$ cat config.mk
export PLATFORM = sky130hd
export DESIGN_NAME = psum_accum_buffer
export DESIGN_NICKNAME = d
export VERILOG_FILES = /design/src/rtl/psum_accum_buffer.sv
export SDC_FILE = /design/constraint.sdc
export NUM_CORES = 2
export LEC_CHECK = 0
export CAP_MARGIN = 20
export CORE_ASPECT_RATIO = 1.5
export CORE_MARGIN = 4
export CORE_UTILIZATION = 55
export CTS_BUF_LIST = sky130_fd_sc_hd__clkbuf_4
export DETAILED_ROUTE_END_ITERATION = 16
export MAX_ROUTING_LAYER = met4
export PLACE_DENSITY = 0.71
export SLEW_MARGIN = 15
export SYNTH_ARGS = -nofsm -noshare
export SYNTH_HDL_FRONTEND = slang
export SYNTH_SLANG_ARGS = --single-unit
$ cat constraint.sdc
create_clock -name clk -period 14.1 [get_ports clk]
set_clock_uncertainty 0.2 [all_clocks]
set_input_delay 2.115 -clock clk [delete_from_list [all_inputs] [get_ports clk]]
set_output_delay 2.115 -clock clk [all_outputs]
set_load 0.05 [all_outputs]
$ cat src/rtl/psum_accum_buffer.sv
// Purpose : column-bottom partial-sum accumulator; widens PE sums into an addressed buffer and drains it in address order.
// Latency : a sum accepted at edge t is in memory after edge t+2; drain streams 1 word/cycle, first word 1 cycle after DRAIN entry.
// Backpr. : sums cannot be stalled (dropped + err_drop when in_ready=0); drain output holds data/last while out_ready=0.
//
// Ports:
//   clk, reset (async, active-low)
//   sum_in_valid/sum_in/sum_in_addr/sum_in_first : partial-sum input stream, in_ready = accepting (IDLE)
//   drain_start/drain_len (0 = full depth)        : drain request, honoured in IDLE only
//   out_valid/out_ready/out_data/out_last         : drained accumulator stream
//   busy, err_drop (sticky), accum_overflow (sticky)
// Optional feature macro: PSUM_ACC_SAT_EN -- saturating accumulate with sticky accum_overflow;
//   when undefined the accumulate wraps and accum_overflow is tied low.

module psum_accum_buffer #(
    parameter int SUM_BITWIDTH  = 16,
    parameter int ACC_BITWIDTH  = 32,
    parameter int ADDR_BITWIDTH = 6
) (
    input  logic                     clk,
    input  logic                     reset,
    input  logic                     sum_in_valid,
    input  logic [SUM_BITWIDTH-1:0]  sum_in,
    input  logic [ADDR_BITWIDTH-1:0] sum_in_addr,
    input  logic                     sum_in_first,
    output logic                     in_ready,
    input  logic                     drain_start,
    input  logic [ADDR_BITWIDTH-1:0] drain_len,
    output logic                     out_valid,
    input  logic                     out_ready,
    output logic [ACC_BITWIDTH-1:0]  out_data,
    output logic                     out_last,
    output logic                     busy,
    output logic                     err_drop,
    output logic                     accum_overflow
);

    localparam int DEPTH = 1 << ADDR_BITWIDTH;

    typedef enum logic [1:0] {
        ST_IDLE  = 2'd0,
        ST_FLUSH = 2'd1,
        ST_DRAIN = 2'd2
    } state_t;

    state_t r_state;
    state_t w_state_nxt;

    logic [ACC_BITWIDTH-1:0] r_mem [DEPTH];

    // accumulate pipeline
    logic                     r_s1_vld;
    logic [ADDR_BITWIDTH-1:0] r_s1_addr;
    logic                     r_s1_first;
    logic [ACC_BITWIDTH-1:0]  r_s1_sum;
    logic [ACC_BITWIDTH-1:0]  r_s1_rd;
    logic                     r_s2_vld;
    logic [ADDR_BITWIDTH-1:0] r_s2_addr;
    logic                     r_s2_first;
    logic [ACC_BITWIDTH-1:0]  r_s2_sum;
    logic [ACC_BITWIDTH-1:0]  r_s2_rd;

    // drain path
    logic [ADDR_BITWIDTH-1:0] r_len_m1;
    logic [ADDR_BITWIDTH-1:0] r_ptr;
    logic                     r_out_vld;
    logic [ACC_BITWIDTH-1:0]  r_out_dat;
    logic                     r_out_last;
    logic                     r_err_drop;

    logic                     w_accept;
    logic [ACC_BITWIDTH-1:0]  w_sum_ext;
    logic [ACC_BITWIDTH-1:0]  w_add;
    logic [ACC_BITWIDTH-1:0]  w_add_res;
    logic [ACC_BITWIDTH-1:0]  w_s2_new;
    logic [ACC_BITWIDTH-1:0]  w_s1_rd;
    logic [ACC_BITWIDTH-1:0]  w_mem_rd;
    logic [ADDR_BITWIDTH-1:0] w_ptr_nxt;
    logic [ADDR_BITWIDTH-1:0] w_rd_idx;
    logic [ACC_BITWIDTH-1:0]  w_rd_dat;
    logic                     w_hs;

    assign in_ready  = (r_state == ST_IDLE);
    assign w_accept  = sum_in_valid & in_ready;
    assign w_sum_ext = ACC_BITWIDTH'($signed(sum_in));

    assign w_add = r_s2_rd + r_s2_sum;

`ifdef PSUM_ACC_SAT_EN
    localparam logic [ACC_BITWIDTH-1:0] ACC_MAX = {1'b0, {(ACC_BITWIDTH-1){1'b1}}};
    localparam logic [ACC_BITWIDTH-1:0] ACC_MIN = {1'b1, {(ACC_BITWIDTH-1){1'b0}}};
    logic w_add_ovf;
    logic w_sat_evt;
    logic r_ovf;

    // Signed overflow: operands share a sign and the result sign differs.
    assign w_add_ovf = (r_s2_rd[ACC_BITWIDTH-1] == r_s2_sum[ACC_BITWIDTH-1]) &&
                       (w_add[ACC_BITWIDTH-1] != r_s2_rd[ACC_BITWIDTH-1]);
    assign w_add_res = w_add_ovf ? (r_s2_rd[ACC_BITWIDTH-1] ? ACC_MIN : ACC_MAX) : w_add;
    assign w_sat_evt = r_s2_vld & ~r_s2_first & w_add_ovf;

    always_ff @(posedge clk or negedge reset) begin
        if (!reset) begin
            r_ovf <= 1'b0;
        end else if (w_sat_evt) begin
            r_ovf <= 1'b1;
        end
    end

    assign accum_overflow = r_ovf;
`else
    assign w_add_res      = w_add;
    assign accum_overflow = 1'b0;
`endif

    assign w_s2_new = r_s2_first ? r_s2_sum : w_add_res;

    // S2 is one access ahead of S1: its result has not reached memory yet.
    assign w_s1_rd = (r_s2_vld && (r_s2_addr == r_s1_addr)) ? w_s2_new : r_s1_rd;

    // The read issued at the same edge S2 writes must see that write (write-first).
    assign w_mem_rd = (r_s2_vld && (r_s2_addr == sum_in_addr)) ? w_s2_new : r_mem[sum_in_addr];

    // Buffer storage is deliberately not reset.
    always_ff @(posedge clk) begin
        if (r_s2_vld) begin
            r_mem[r_s2_addr] <= w_s2_new;
        end
    end

    always_ff @(posedge clk or negedge reset) begin
        if (!reset) begin
            r_s1_vld   <= 1'b0;
            r_s1_addr  <= '0;
            r_s1_first <= 1'b0;
            r_s1_sum   <= '0;
            r_s1_rd    <= '0;
            r_s2_vld   <= 1'b0;
            r_s2_addr  <= '0;
            r_s2_first <= 1'b0;
            r_s2_sum   <= '0;
            r_s2_rd    <= '0;
        end else begin
            r_s1_vld <= w_accept;
            if (w_accept) begin
                r_s1_addr  <= sum_in_addr;
                r_s1_first <= sum_in_first;
                r_s1_sum   <= w_sum_ext;
                r_s1_rd    <= w_mem_rd;
            end
            r_s2_vld <= r_s1_vld;
            if (r_s1_vld) begin
                r_s2_addr  <= r_s1_addr;
                r_s2_first <= r_s1_first;
                r_s2_sum   <= r_s1_sum;
                r_s2_rd    <= w_s1_rd;
            end
        end
    end

    always_ff @(posedge clk or negedge reset) begin
        if (!reset) begin
            r_err_drop <= 1'b0;
        end else if (sum_in_valid && !in_ready) begin
            r_err_drop <= 1'b1;
        end
    end

    // FSM
    assign w_hs = r_out_vld & out_ready;

    always_ff @(posedge clk or negedge reset) begin
        if (!reset) begin
            r_state <= ST_IDLE;
        end else begin
            r_state <= w_state_nxt;
        end
    end

    always_comb begin
        w_state_nxt = r_state;
        case (r_state)
            ST_IDLE: begin
                if (drain_start) begin
                    w_state_nxt = ST_FLUSH;
                end
            end
            ST_FLUSH: begin
                if (!r_s1_vld && !r_s2_vld) begin
                    w_state_nxt = ST_DRAIN;
                end
            end
            ST_DRAIN: begin
                if (w_hs && r_out_last) begin
                    w_state_nxt = ST_IDLE;
                end
            end
            default: w_state_nxt = ST_IDLE;
        endcase
    end

    // While a word is held, look ahead to the next entry so a handshake can
    // reload the output register without a bubble.
    assign w_ptr_nxt = r_ptr + 1'b1;
    assign w_rd_idx  = r_out_vld ? w_ptr_nxt : r_ptr;
    assign w_rd_dat  = r_mem[w_rd_idx];

    always_ff @(posedge clk or negedge reset) begin
        if (!reset) begin
            r_len_m1   <= '0;
            r_ptr      <= '0;
            r_out_vld  <= 1'b0;
            r_out_dat  <= '0;
            r_out_last <= 1'b0;
        end else begin
            // drain_len of 0 becomes all-ones here, i.e. the full depth.
            if ((r_state == ST_IDLE) && drain_start) begin
                r_len_m1 <= drain_len - 1'b1;
            end
            if (r_state == ST_FLUSH) begin
                r_ptr      <= '0;
                r_out_vld  <= 1'b0;
                r_out_last <= 1'b0;
            end else if (r_state == ST_DRAIN) begin
                if (!r_out_vld) begin
                    r_out_vld  <= 1'b1;
                    r_out_dat  <= w_rd_dat;
                    r_out_last <= (r_ptr == r_len_m1);
                end else if (out_ready) begin
                    if (r_out_last) begin
                        r_out_vld  <= 1'b0;
                        r_out_last <= 1'b0;
                    end else begin
                        r_ptr      <= w_ptr_nxt;
                        r_out_dat  <= w_rd_dat;
                        r_out_last <= (w_ptr_nxt == r_len_m1);
                    end
                end
            end
        end
    end

    assign out_valid = r_out_vld;
    assign out_data  = r_out_dat;
    assign out_last  = r_out_last;
    assign busy      = (r_state != ST_IDLE) | r_s1_vld | r_s2_vld;
    assign err_drop  = r_err_drop;

endmodule
# Word-level counts from Yosys, hierarchy flattened
# Memory sizes are Yosys's and may differ from the RTL's. A register that Yosys moved wholly into a read port is not among the register bits.
# Index checks and enable logic that the tools add are counted.
word_totals:
  regBits: 129
  ramBits: 2048
  in_bits: 34
  wordCells: 82
  n_memories: 1
memory_table:
  columns: ["memory", "words", "width", "rd", "rd_ports_with_merged_regs", "wr", "line", "rtl"]
  rows:
  - ["r_mem", 64, 32, 2, 1, 1, "48", "logic [ACC_BITWIDTH-1:0] r_mem [DEPTH];"]
classes:
  add_sub_neg: 3
  eq_ne: 12
  mux: 27
  bitwise_logic: 5
  reduce_logical: 18
ops:
  columns: ["cell", "count"]
  rows:
  - ["32-bit two-way mux", 5]
  - ["6-bit two-way mux", 6]
  - ["32-bit adder", 1]
  - ["6-bit == test", 3]
  - ["1-bit two-way mux", 12]
  - ["2-bit inequality test (second input constant)", 4]
  - ["4-bit AND reduction", 2]
  - ["2-bit nonzero test", 4]
  - ["6-bit by 1-bit adder with 6-bit output (second input constant)", 1]
  - ["2-bit two-way mux", 3]
  - ["2-bit one-hot mux with 3 select lines", 1]
  - ["6-bit by 1-bit subtractor with 6-bit output (second input constant)", 1]
  - ["1-bit logical AND", 5]
  - ["1-bit zero test", 4]
  - ["2-bit by 1-bit inequality test with 1-bit output (second input constant)", 2]
  - ["3-bit by 2-bit inequality test with 1-bit output (second input constant)", 1]
  - ["3-bit AND reduction", 1]
  - ["1-bit bitwise AND", 2]
  - ["2-bit by 1-bit == test with 1-bit output (second input constant)", 1]
  - ["2-bit == test (second input constant)", 1]
  - ["2-bit zero test", 1]
  - ["1-bit bitwise OR", 2]
  - ["2-bit AND reduction", 1]
  - ["1-bit inverter", 1]

# Depth between registers and ports, before layout
depth:
  depth_word: 7
  depth_mapped: 13

# Worst setup path before layout
# No wires, ideal clock.
synth_timing:
  path_kind: "reg2reg"
  startpoint: "reg r_s2_sum[15] (netlist name)"
  endpoint: "mem r_mem[0][23] (data pin)"
  setup_time_ns: 0.739
  t_arrival_ns: 5.044
  slack_ns: 8.117
  path_stages_with_launch: 9
  n_path_buf: 1
  cell_sequence: "dfrtp_1 ha_1 clkbuf_2 and3_2 nand4_1 o32ai_1 o211ai_1 nor3b_1 o31ai_1"
synth_via:
  elab_chain_len: 2
synth_rtl:
  columns: ["item", "line", "rtl"]
  rows:
  - ["32-bit adder", "86", "assign w_add = r_s2_rd + r_s2_sum;"]
  - ["32-bit two-way mux (*)", "115", "assign w_s2_new = r_s2_first ? r_s2_sum : w_add_res;"]
  - ["via w_s2_new[23]", "74", "logic [ACC_BITWIDTH-1:0] w_s2_new;"]
  - ["to (decl)", "48", null]
# The timed path passes the listed nets; every way through them passes the cells marked *.

# Worst setup path in the final report
layout_timing:
  startpoint: "reg r_ptr[0]"
  endpoint: "reg r_out_dat[11], in the netlist out_data[11]"
layout_via:
  elab_chain_len: 6
layout_rtl:
  columns: ["item", "line", "rtl"]
  rows:
  - ["from (decl)", "64", "logic [ADDR_BITWIDTH-1:0] r_ptr;"]
  - ["from (signal assigned)", "233", "r_ptr <= w_ptr_nxt;"]
  - ["6-bit by 1-bit adder with 6-bit output", "203", "assign w_ptr_nxt = r_ptr + 1'b1;"]
  - ["6-bit two-way mux (*)", "204", "assign w_rd_idx = r_out_vld ? w_ptr_nxt : r_ptr;"]
  - ["memory read 64 x 32 bit (*)", null, null]
  - ["32-bit two-way mux", "229", "if (r_out_last) begin"]
  - ["32-bit two-way mux", "228", "end else if (out_ready) begin"]
  - ["32-bit two-way mux (*)", "224", "if (!r_out_vld) begin"]
  - ["to (signal assigned)", "226", "r_out_dat <= w_rd_dat;"]
  - ["to (signal assigned)", "234", "r_out_dat <= w_rd_dat;"]
  - ["to (decl)", "66", "logic [ACC_BITWIDTH-1:0] r_out_dat;"]
# Every way passes the cells marked *; elsewhere a longest branch is shown, timed or not. The select of a mux whose other input is x is not followed.
# A chain may end at the register's enable or synchronous reset.

==> flow_metrics.env <==
export IMPL_synth_seq_area_share_pct=63.6
export IMPL_ant_nets=0
export IMPL_post_cts_setup_buffer_count=0
export IMPL_die_x_um=361
export IMPL_synth_fa_ha_area_share_pct=0.456
export IMPL_setup_viol=0
export IMPL_finalPower_mw=25.2
export IMPL_hold_path_startpoint="err_drop"
export IMPL_crit_required_ns=15.00
export IMPL_worstPathMaxFanout=61
export IMPL_clockBufferDepth=4
export IMPL_synth_distinct_cells=82
export IMPL_p_leak_nw=37.2
export IMPL_fin_nets=5624
export IMPL_wl_per_cell_um=41.0
export IMPL_cts_root_buf="clkbuf_4"
export IMPL_wl_um=346000
export IMPL_die_area_um2=195000
export IMPL_syn_to_final_growth_pct=11.2
export IMPL_cts_num_sinks=2209
export IMPL_status="finished, final reports clean"
export IMPL_cts_clk_slew_worst_paths_ns=0.07
export IMPL_overflow=0
export IMPL_peakVddDrop_mv=0.255
export IMPL_crit_path_end_kind="flip-flop"
export IMPL_fin_crit_sh_pct=45.5
export IMPL_fmax_mhz=156
export IMPL_core_um2=186000
export IMPL_power_density_nw_per_um2=220
export IMPL_drc_errors=0
export IMPL_synthMuxAreaShare_pct=28.4
export IMPL_start_kind="flip-flop"
export IMPL_tritoncts="done"
export IMPL_n_fill_cell=13200
export IMPL_worstPathArrival_ns=7.31
export IMPL_synth_simple_gate_area_share_pct=2.35
export IMPL_synth_compound_area_share_pct=2.98
export IMPL_htree_levels=6
export IMPL_rsz0062_at_grt="false"
export IMPL_numPortBuffers=70
export IMPL_cts_made_buffers=533
export IMPL_layout_drive_gt1_share_pct=40.0
export IMPL_drtIter0Drc=9725
export IMPL_min_period_ns=6.41
export IMPL_cp_startpoint="r_ptr[0]"
export IMPL_std_cell_rows=194
export IMPL_viasPerCell=7.49
export IMPL_synth_seq_cells=2209
export IMPL_async_flop_share_pct=7.29
export IMPL_initial_core_util_pct=55.3
export IMPL_grt_first_pass_wirelength_um=482000
export IMPL_synth_main_ff_cell="edfxtp_1"
export IMPL_postCtsHoldBufs=0
export IMPL_clkLatencyLatePin_ns=1.35
export IMPL_cts_resized=0
export IMPL_synth_edf_count=2048
export IMPL_tns_ns=0
export IMPL_r2r_start="r_ptr[0]"
export IMPL_synth_xor_area_share_pct=0.466
export IMPL_io_pins=72
export IMPL_synth_area_um2=103000
export IMPL_hold_violations=0
export IMPL_die_h_um=538
export IMPL_hold_class="flip-flop to flip-flop"
export IMPL_track_usage_pct=36.9
export IMPL_gp_congestion=0.935
export IMPL_drt_first_pass_iters=6
export IMPL_grt_max_degree=141
export IMPL_post_dp_hpwl_um=191000
export IMPL_synthCells=5157
export IMPL_setup_worst_path_class="flip-flop to flip-flop"
export IMPL_max_slew_margin_pct=16.7
export IMPL_syn_num_nets=5228
export IMPL_antenna_found_initial=17
export IMPL_grt_pass1_vias=63500
export IMPL_via_count=63200
export IMPL_yosysWarnings=0
export IMPL_synth_top_family_by_area="multiplexers"
export IMPL_drv_cap=0
export IMPL_finalMaxSlewViolations=0
export IMPL_avgSynthCellArea_um2=20.0
export IMPL_worstMarginPinSlew_ns=1.25
[critical path: stages (launching register included)]
cell and delay (ns):
dfrtp_1 0.53, ha_1 0.41, nand2_1 0.12, and2_4 0.50
buf_4 0.58, buf_4 0.79, buf_4 0.63, buf_4 0.84
mux4_2 0.44, mux4_2 0.49, a21oi_1 0.27, o221ai_1 0.19
[kinds of logic after synthesis]
kind of cell	after synthesis
AOI/OAI and AO/OA	465
xor gates and xnor gates	54
adders and majority gates	37
buffers and inverters	423
DFF	2209
muxes	1405
other	1
and+or+nand+nor	563
[state kept, by name, indices dropped and copies added (netlist names), 2 cells and up]
name and cells:
r_s1_sum 16, r_s2_sum 16, out_data 32, r_s1_addr 6, r_s2_rd 32, r_len_m1 6, r_state 2, r_s2_addr 6
r_s1_rd 32, r_mem 2048, r_ptr 6
[metrics by stage]
stage               hold WS, ns  area [µm²]  std cells  setup WS, ns  utilization (%)
finish                    0.254      115000       8437          7.69             61.5
global route              0.291      115000       8432          7.58             61.5
global placement          0.243      107000       7452          7.22             57.6
floorplan                 0.152      103000       5157          8.12                -
CTS                       0.261      114000       8410          7.78             61.4
detailed placement        0.248      108000       7463          7.18             57.7
[cell type report]
cell class / count / area (µm²) / share of cell area [%]
flip-flops and latches: 2209 / 65500 / 57.2
multi-input cells: 2525 / 36500 / 31.9
clock buffers: 756 / 5680 / 4.95
well taps: 2450 / 3070 / 2.67
repair buffers: 261 / 2550 / 2.22
clock inverters: 191 / 1150 / 1.00
inverters: 23 / 86.3 / 0.0753
diodes: 22 / 55.1 / 0.0480
[routing by layer]
metal	GRT usage, %	up-vias	share of wire (%)
met2	55.1	5492	47
met4	23.8	0	7.7
met1	45.0	33000	32
met3	10.1	1272	13
li1	-	23400	-
met5	-	-	0
[worst paths after layout]
| path | endpoint | slack (ns) | cells after the start |
|---|---|---|---|
| max | out_data[11] | 7.69 | 11 |
| min | err_drop | 0.25 | 1 |
| max reg2reg | out_data[11] | 7.69 | 11 |
| min reg2reg | err_drop | 0.25 | 1 |
| max in group asynchronous | r_s2_rd[6] | 10.96 | 3 |
| min in group asynchronous | r_len_m1[2] | 0.59 | 1 |
[synth_stat cells, types with 24 or more instances]
library cell | number | area share, %
edfxtp_1 | 2048 | 60
mux4_2 | 1209 | 26
nand2_1 | 293 | 1.1
clkbuf_1 | 222 | 0.81
mux2i_1 | 164 | 1.6
dfrtp_1 | 161 | 3.9
nor2_1 | 140 | 0.51
a21oi_1 | 112 | 0.54
buf_2 | 104 | 0.50
o21ai_0 | 104 | 0.50
buf_1 | 58 | 0.21
a211oi_1 | 55 | 0.40
o221ai_1 | 46 | 0.39
ha_1 | 36 | 0.44
mux2_2 | 31 | 0.34
xnor2_1 | 30 | 0.25
nor3_1 | 27 | 0.13
o22ai_1 | 24 | 0.15
[placed cells by master, fill, tap and decap left out, types with 26 or more instances in the layout]
cell type        instances
edfxtp_1              2048
mux4_2                1209
clkbuf_4               756
nand2_1                292
buf_4                  166
mux2i_1                164
dfrtp_1                159
clkinv_1               124
a21oi_1                112
o21ai_0                 92
nor2_1                  76
nor2_4                  64
clkdlybuf4s50_1         63
a211oi_1                55
o221ai_1                46
ha_1                    36
mux2_2                  31
clkinv_2                28
xnor2_1                 26
[power breakdown]
group | internal (mW) | switching [mW] | leakage (nW)
clock | 2.74 | 2.63 | 4.08
sequential | 10.0 | 0.369 | 20.5
combinational | 3.47 | 6.01 | 12.6
total | 16.2 | 9.01 | 37.2
(Power assumes the default switching activity.)
